[config.mk]
export PLATFORM = sky130hd
export DESIGN_NAME = host_cmd_rx
export DESIGN_NICKNAME = d
export VERILOG_FILES = /design/src/rtl/host_cmd_rx.sv
export SDC_FILE = /design/constraint.sdc
export NUM_CORES = 1
export LEC_CHECK = 0
export ABC_CLOCK_PERIOD_IN_PS = 3400
export BUFFER_PORTS_ARGS = -buffer_cell sky130_fd_sc_hd__buf_2
export CAP_MARGIN = 20
export CORE_MARGIN = 1.5
export CORE_UTILIZATION = 44
export CTS_BUF_LIST = sky130_fd_sc_hd__clkbuf_8
export DETAILED_ROUTE_END_ITERATION = 7
export SYNTH_ARGS = -nofsm -noshare
export SYNTH_HDL_FRONTEND = slang
export SYNTH_SLANG_ARGS = --single-unit
[constraint.sdc]
create_clock -name clk -period 3.4 [get_ports clk]
set_clock_uncertainty 0.1 [all_clocks]
set_input_delay 0.51 -clock clk [delete_from_list [all_inputs] [get_ports clk]]
set_output_delay 0.51 -clock clk [all_outputs]
set_load 0.02 [all_outputs]
[src/rtl/host_cmd_rx.sv]
// host_cmd_rx: parses checksummed host command frames (SYNC, CMD, payload, CHK)
// arriving from uart_rx. It loads the key, plaintext and delay registers and
// issues the run strobe that starts a trace-capture batch.
module host_cmd_rx #(
    parameter int unsigned TIMEOUT_CYCLES = 200000,
    parameter int unsigned KEY_BYTES      = 10,
    parameter int unsigned PT_BYTES       = 8,
    parameter logic [7:0]  SYNC_BYTE      = 8'hA5,
    parameter logic [79:0] KEY_DEFAULT    = 80'h3b6a8cf71e295d0b4f2e,
    parameter logic [7:0]  DELAY_DEFAULT  = 8'd5
) (
    input  logic        clk,
    input  logic        c10_resetn,
    input  logic        rx_dv,
    input  logic [7:0]  rx_byte,
    input  logic        busy,
    output logic [79:0] key,
    output logic [63:0] plaintext,
    output logic [7:0]  delay,
    output logic [7:0]  run_count,
    output logic        run_start,
    output logic        cmd_done,
    output logic        err_pulse,
    output logic [2:0]  err_code,
    output logic [15:0] frames_ok
);

    localparam int TW = (TIMEOUT_CYCLES > 1) ? $clog2(TIMEOUT_CYCLES) : 1;
    localparam logic [TW-1:0] TIMER_LAST = TW'(TIMEOUT_CYCLES - 1);

    localparam logic [7:0] CMD_SET_KEY   = 8'h01;
    localparam logic [7:0] CMD_SET_PT    = 8'h02;
    localparam logic [7:0] CMD_SET_DELAY = 8'h03;
    localparam logic [7:0] CMD_RUN       = 8'h04;

    localparam logic [2:0] ERR_NONE    = 3'd0;
    localparam logic [2:0] ERR_CHKSUM  = 3'd1;
    localparam logic [2:0] ERR_BADCMD  = 3'd2;
    localparam logic [2:0] ERR_TIMEOUT = 3'd3;
    localparam logic [2:0] ERR_BUSY    = 3'd4;

    typedef enum logic [1:0] {
        ST_IDLE,
        ST_CMD,
        ST_PAYLOAD,
        ST_CHK
    } state_t;

    state_t        state_q, state_d;
    logic [7:0]    cmd_q, cmd_d;
    logic [7:0]    cnt_q, cnt_d;
    logic [7:0]    xor_q, xor_d;
    logic [79:0]   shadow_q, shadow_d;
    logic [TW-1:0] timer_q, timer_d;
    logic [79:0]   key_q, key_d;
    logic [63:0]   pt_q, pt_d;
    logic [7:0]    delay_q, delay_d;
    logic [7:0]    run_count_q, run_count_d;
    logic          run_start_q, run_start_d;
    logic          cmd_done_q, cmd_done_d;
    logic          err_pulse_q, err_pulse_d;
    logic [2:0]    err_code_q, err_code_d;
    logic [15:0]   frames_ok_q, frames_ok_d;

    // Frame parser: next state, shadow/check accumulation, commit and error handling.
    always_comb begin
        state_d     = state_q;
        cmd_d       = cmd_q;
        cnt_d       = cnt_q;
        xor_d       = xor_q;
        shadow_d    = shadow_q;
        timer_d     = (state_q == ST_IDLE) ? '0 : timer_q + TW'(1);
        key_d       = key_q;
        pt_d        = pt_q;
        delay_d     = delay_q;
        run_count_d = run_count_q;
        run_start_d = 1'b0;
        cmd_done_d  = 1'b0;
        err_pulse_d = 1'b0;
        err_code_d  = err_code_q;
        frames_ok_d = frames_ok_q;

        if (rx_dv) begin
            timer_d = '0;
            case (state_q)
                ST_IDLE: begin
                    if (rx_byte == SYNC_BYTE) begin
                        state_d = ST_CMD;
                    end
                end
                ST_CMD: begin
                    cmd_d = rx_byte;
                    xor_d = rx_byte;
                    case (rx_byte)
                        CMD_SET_KEY: begin
                            cnt_d   = 8'(KEY_BYTES);
                            state_d = ST_PAYLOAD;
                        end
                        CMD_SET_PT: begin
                            cnt_d   = 8'(PT_BYTES);
                            state_d = ST_PAYLOAD;
                        end
                        CMD_SET_DELAY, CMD_RUN: begin
                            cnt_d   = 8'd1;
                            state_d = ST_PAYLOAD;
                        end
                        default: begin
                            err_pulse_d = 1'b1;
                            err_code_d  = ERR_BADCMD;
                            state_d     = ST_IDLE;
                        end
                    endcase
                end
                ST_PAYLOAD: begin
                    shadow_d = {shadow_q[71:0], rx_byte};
                    xor_d    = xor_q ^ rx_byte;
                    cnt_d    = cnt_q - 8'd1;
                    if (cnt_q == 8'd1) begin
                        state_d = ST_CHK;
                    end
                end
                ST_CHK: begin
                    state_d = ST_IDLE;
                    if (rx_byte != xor_q) begin
                        err_pulse_d = 1'b1;
                        err_code_d  = ERR_CHKSUM;
                    end else if (busy) begin
                        err_pulse_d = 1'b1;
                        err_code_d  = ERR_BUSY;
                    end else begin
                        cmd_done_d  = 1'b1;
                        err_code_d  = ERR_NONE;
                        frames_ok_d = frames_ok_q + 16'd1;
                        case (cmd_q)
                            CMD_SET_KEY:   key_d   = shadow_q;
                            CMD_SET_PT:    pt_d    = shadow_q[63:0];
                            CMD_SET_DELAY: delay_d = shadow_q[7:0];
                            default: begin
                                run_count_d = shadow_q[7:0];
                                run_start_d = 1'b1;
                            end
                        endcase
                    end
                end
                default: state_d = ST_IDLE;
            endcase
        end else if (state_q != ST_IDLE && timer_q == TIMER_LAST) begin
            timer_d     = '0;
            err_pulse_d = 1'b1;
            err_code_d  = ERR_TIMEOUT;
            state_d     = ST_IDLE;
        end
    end

    // State and output registers, restored to their defaults by the async reset.
    always_ff @(posedge clk or negedge c10_resetn) begin
        if (!c10_resetn) begin
            state_q     <= ST_IDLE;
            cmd_q       <= '0;
            cnt_q       <= '0;
            xor_q       <= '0;
            shadow_q    <= '0;
            timer_q     <= '0;
            key_q       <= KEY_DEFAULT;
            pt_q        <= '0;
            delay_q     <= DELAY_DEFAULT;
            run_count_q <= '0;
            run_start_q <= 1'b0;
            cmd_done_q  <= 1'b0;
            err_pulse_q <= 1'b0;
            err_code_q  <= ERR_NONE;
            frames_ok_q <= '0;
        end else begin
            state_q     <= state_d;
            cmd_q       <= cmd_d;
            cnt_q       <= cnt_d;
            xor_q       <= xor_d;
            shadow_q    <= shadow_d;
            timer_q     <= timer_d;
            key_q       <= key_d;
            pt_q        <= pt_d;
            delay_q     <= delay_d;
            run_count_q <= run_count_d;
            run_start_q <= run_start_d;
            cmd_done_q  <= cmd_done_d;
            err_pulse_q <= err_pulse_d;
            err_code_q  <= err_code_d;
            frames_ok_q <= frames_ok_d;
        end
    end

    assign key       = key_q;
    assign plaintext = pt_q;
    assign delay     = delay_q;
    assign run_count = run_count_q;
    assign run_start = run_start_q;
    assign cmd_done  = cmd_done_q;
    assign err_pulse = err_pulse_q;
    assign err_code  = err_code_q;
    assign frames_ok = frames_ok_q;

endmodule

==> impl_metrics.env <==
export IMPL_ios=194
export IMPL_clkLatencyLatePin_ps=610
export IMPL_timing_fmax_ghz=0.385
export IMPL_area_growth_pct=18.4
export IMPL_grt_pass1_vias=7634
export IMPL_postSynthCellCount=855
export IMPL_grtUsageTotal_pct=18.2
export IMPL_drc_errors=0
export IMPL_cts_tree="done"
export IMPL_synth_seq_area_share_pct=59.3
export IMPL_yosys_warnings=0
export IMPL_required_ps=3760
export IMPL_clk_pin_slew_ps=60
export IMPL_cts_htree_levels=2
export IMPL_synth_seq_cells=306
export IMPL_dieArea_mm2=0.0306
export IMPL_cp_arrival_ps=2960
export IMPL_tns_ps=0
export IMPL_drtIter0Drc=332
export IMPL_clockBufferDepth=3
export IMPL_firstDrtPassIters=4
export IMPL_initial_core_util_pct=45.0
export IMPL_grt_ovfl_total=0
export IMPL_synthesis_area_mm2=0.0130
export IMPL_drive_gt1_share_pct=52.2
export IMPL_antenna_found_initial=0
export IMPL_fillers=2476
export IMPL_rsz0062_at_grt="false"
export IMPL_vias_per_cell=5.02
export IMPL_gp_congestion=0.767
export IMPL_rows=62
export IMPL_fin_crit_ps=2600
export IMPL_final_cell_mix="dfrtp_1 (261), buf_2 (192), mux2_4 (140), mux2_2 (109), clkbuf_8 (67)"
export IMPL_vdd_ir_drop_max_mv=0.311
export IMPL_root_buffer="clkbuf_8"
export IMPL_ys_types=49
export IMPL_max_slew_margin_pct=50.8
export IMPL_portBuffers=193
export IMPL_critical_path_max_fanout=33
export IMPL_coreArea_mm2=0.0289
export IMPL_final_common_cell="dfrtp_1"
export IMPL_p_leak_uw=0.00836
export IMPL_syn_avg_cell_area_um2=15.2
export IMPL_end_kind="flip-flop"
export IMPL_fin_ws_ps=800
export IMPL_cts_made_buffers=52
export IMPL_power_density_mw_per_mm2=510
export IMPL_post_route_period_util_pct=76.5
export IMPL_tightest_slew_ps=738
export IMPL_status="completed"
export IMPL_maxSlewViolCount=0
export IMPL_hold_class="in2reg"
export IMPL_place_ws_ps=520
export IMPL_drv_cap=0
export IMPL_setup_viol=0
export IMPL_ant_nets=0
export IMPL_crit_type="reg2reg"
export IMPL_cts_sinks=306
export IMPL_dp_hpwl_mm=18.0
export IMPL_start_kind="flip-flop"
export IMPL_wl_per_cell_um=18.2
export IMPL_drt_total_wl_mm=27.4
export IMPL_die_w_um=175
export IMPL_fin_total_pwr_uw=7860
export IMPL_vias=7563
export IMPL_diodes=0
export IMPL_grt_max_degree=89
export IMPL_finalNetCount=1102
export IMPL_dieHeight_um=175
export IMPL_final_hold_violation_count=0
export IMPL_grt_first_pass_wirelength_mm=44.0
export IMPL_synth_nets=875
## critical path: stages (launching register included)
cell and delay (ps):
dfrtp_1 430, ha_1 290, and2_1 190, buf_4 160
nand3_1 80, or3_4 470, buf_12 320, mux2_2 370
## state kept, by name, summed over array words and instances, names as in the netlist
register / count
run_count: 8
timer_q: 18
delay: 8
frames_ok: 16
cmd_q: 8
xor_q: 8
err_pulse: 1
cnt_q: 8
err_code: 3
key: 80
run_start: 1
state_q: 2
cmd_done: 1
shadow_q: 80
plaintext: 64
## cell usage after synthesis (all sizes together)
master / n / share of area [%]
nand3b: 2 / 0.12
a21oi: 18 / 0.69
xnor2: 17 / 1.2
nand4: 10 / 0.48
nor4b: 1 / 0.067
mux2: 249 / 26
nor3b: 1 / 0.058
clkbuf: 12 / 0.35
or2: 1 / 0.048
buf: 26 / 2.4
nor2: 45 / 1.3
xor2: 22 / 1.5
a32o: 2 / 0.15
o21ai: 5 / 0.19
inv: 14 / 0.40
or4: 2 / 0.14
o21ba: 1 / 0.077
or3: 3 / 0.14
o41ai: 1 / 0.12
ha: 8 / 0.77
o311ai: 1 / 0.067
a31o: 2 / 0.13
a311oi: 8 / 0.54
o211ai: 2 / 0.12
o2111ai: 1 / 0.067
a22oi: 1 / 0.058
nor3: 15 / 0.58
nor4: 10 / 0.60
and2: 2 / 0.096
and3: 2 / 0.096
a31oi: 2 / 0.096
nand4b: 1 / 0.067
mux2i: 2 / 0.15
nand2: 32 / 0.92
and4b: 1 / 0.077
o2bb2ai: 3 / 0.20
nand2b: 3 / 0.14
nor2b: 2 / 0.096
nor4bb: 2 / 0.15
a211oi: 1 / 0.058
dfstp: 45 / 9.1
nand3: 16 / 0.62
dfrtp: 261 / 50
## cell type report
class / instances / area (um^2) / share of cell area (%)
Clock buffer: 67 / 922 / 5.98
Clock inverter: 29 / 168 / 1.09
Inverter: 14 / 52.6 / 0.341
Tap cell: 384 / 480 / 3.12
Multi-Input combinational cell: 497 / 4900 / 31.8
Sequential cell: 306 / 7710 / 50.0
Timing Repair Buffer: 211 / 1180 / 7.63
## stage by stage
stage               hold WS (ps)  instances  utilization [%]  cell area [um^2]
global placement             364       1411             49.5             14300
CTS                         78.6       1508             53.3             15400
global route                 111       1508             53.3             15400
detailed placement           351       1411             49.5             14300
finish                       124       1508             53.3             15400
floorplan                    114        855                -             13000
## repair_timing
| action | CTS | global route |
|---|---|---|
| endpoints found under the setup margin | 0 | 0 |
| endpoints found under the hold margin | 77 | 0 |
| hold buffers | 1 | 0 |
| setup buffers | 0 | 0 |
| resized for setup | 0 | 0 |
## where the power goes
part | internal, uW | switching (uW) | total, uW
Sequential | 3790 | 154 | 3940
Combinational | 240 | 341 | 581
Clock | 1850 | 1490 | 3340
Total | 5880 | 1980 | 7860
## metal layers
layer  up-vias  wire [um]  GRT usage (%)
li1       3490          -              -
met1      3820      13400           26.5
met2       201      12100           27.5
met3        52       1290           3.37
met4         0        599           6.02
met5         -          0              0
## cells by family (layout without fill, tap and decap cells)
family                   after synthesis  in the layout  share of synthesized area, %
flip-flops                           306            306                          59.3
buffers and inverters                 52            321                          3.19
multiplexers                         251            251                          25.7
AO/OA/AOI/OAI                         48             48                          2.58
AND/OR/NAND/NOR                      151            151                          5.80
adder cells (fa/ha/maj)                8              8                         0.769
XOR/XNOR                              39             39                          2.68
## worst paths after layout
kind / cells past startpoint / start / slack (ps) / end
worst max-delay path: 7 / state_q[0]$_DFFE_PN0P_ / 800 / plaintext[0]$_DFFE_PN0P_
worst min-delay path: 2 / rx_byte[4] / 120 / xor_q[4]$_DFFE_PN0P_
worst max register to register: 7 / state_q[0]$_DFFE_PN0P_ / 800 / plaintext[0]$_DFFE_PN0P_
worst min register to register: 1 / frames_ok[15]$_DFFE_PN0P_ / 370 / frames_ok[15]$_DFFE_PN0P_
max in group asynchronous: 3 / c10_resetn / 1770 / key[70]$_DFFE_PN1P_
min in group asynchronous: 2 / c10_resetn / 390 / plaintext[52]$_DFFE_PN0P_
Note: power is estimated with default switching activity, not from simulation.
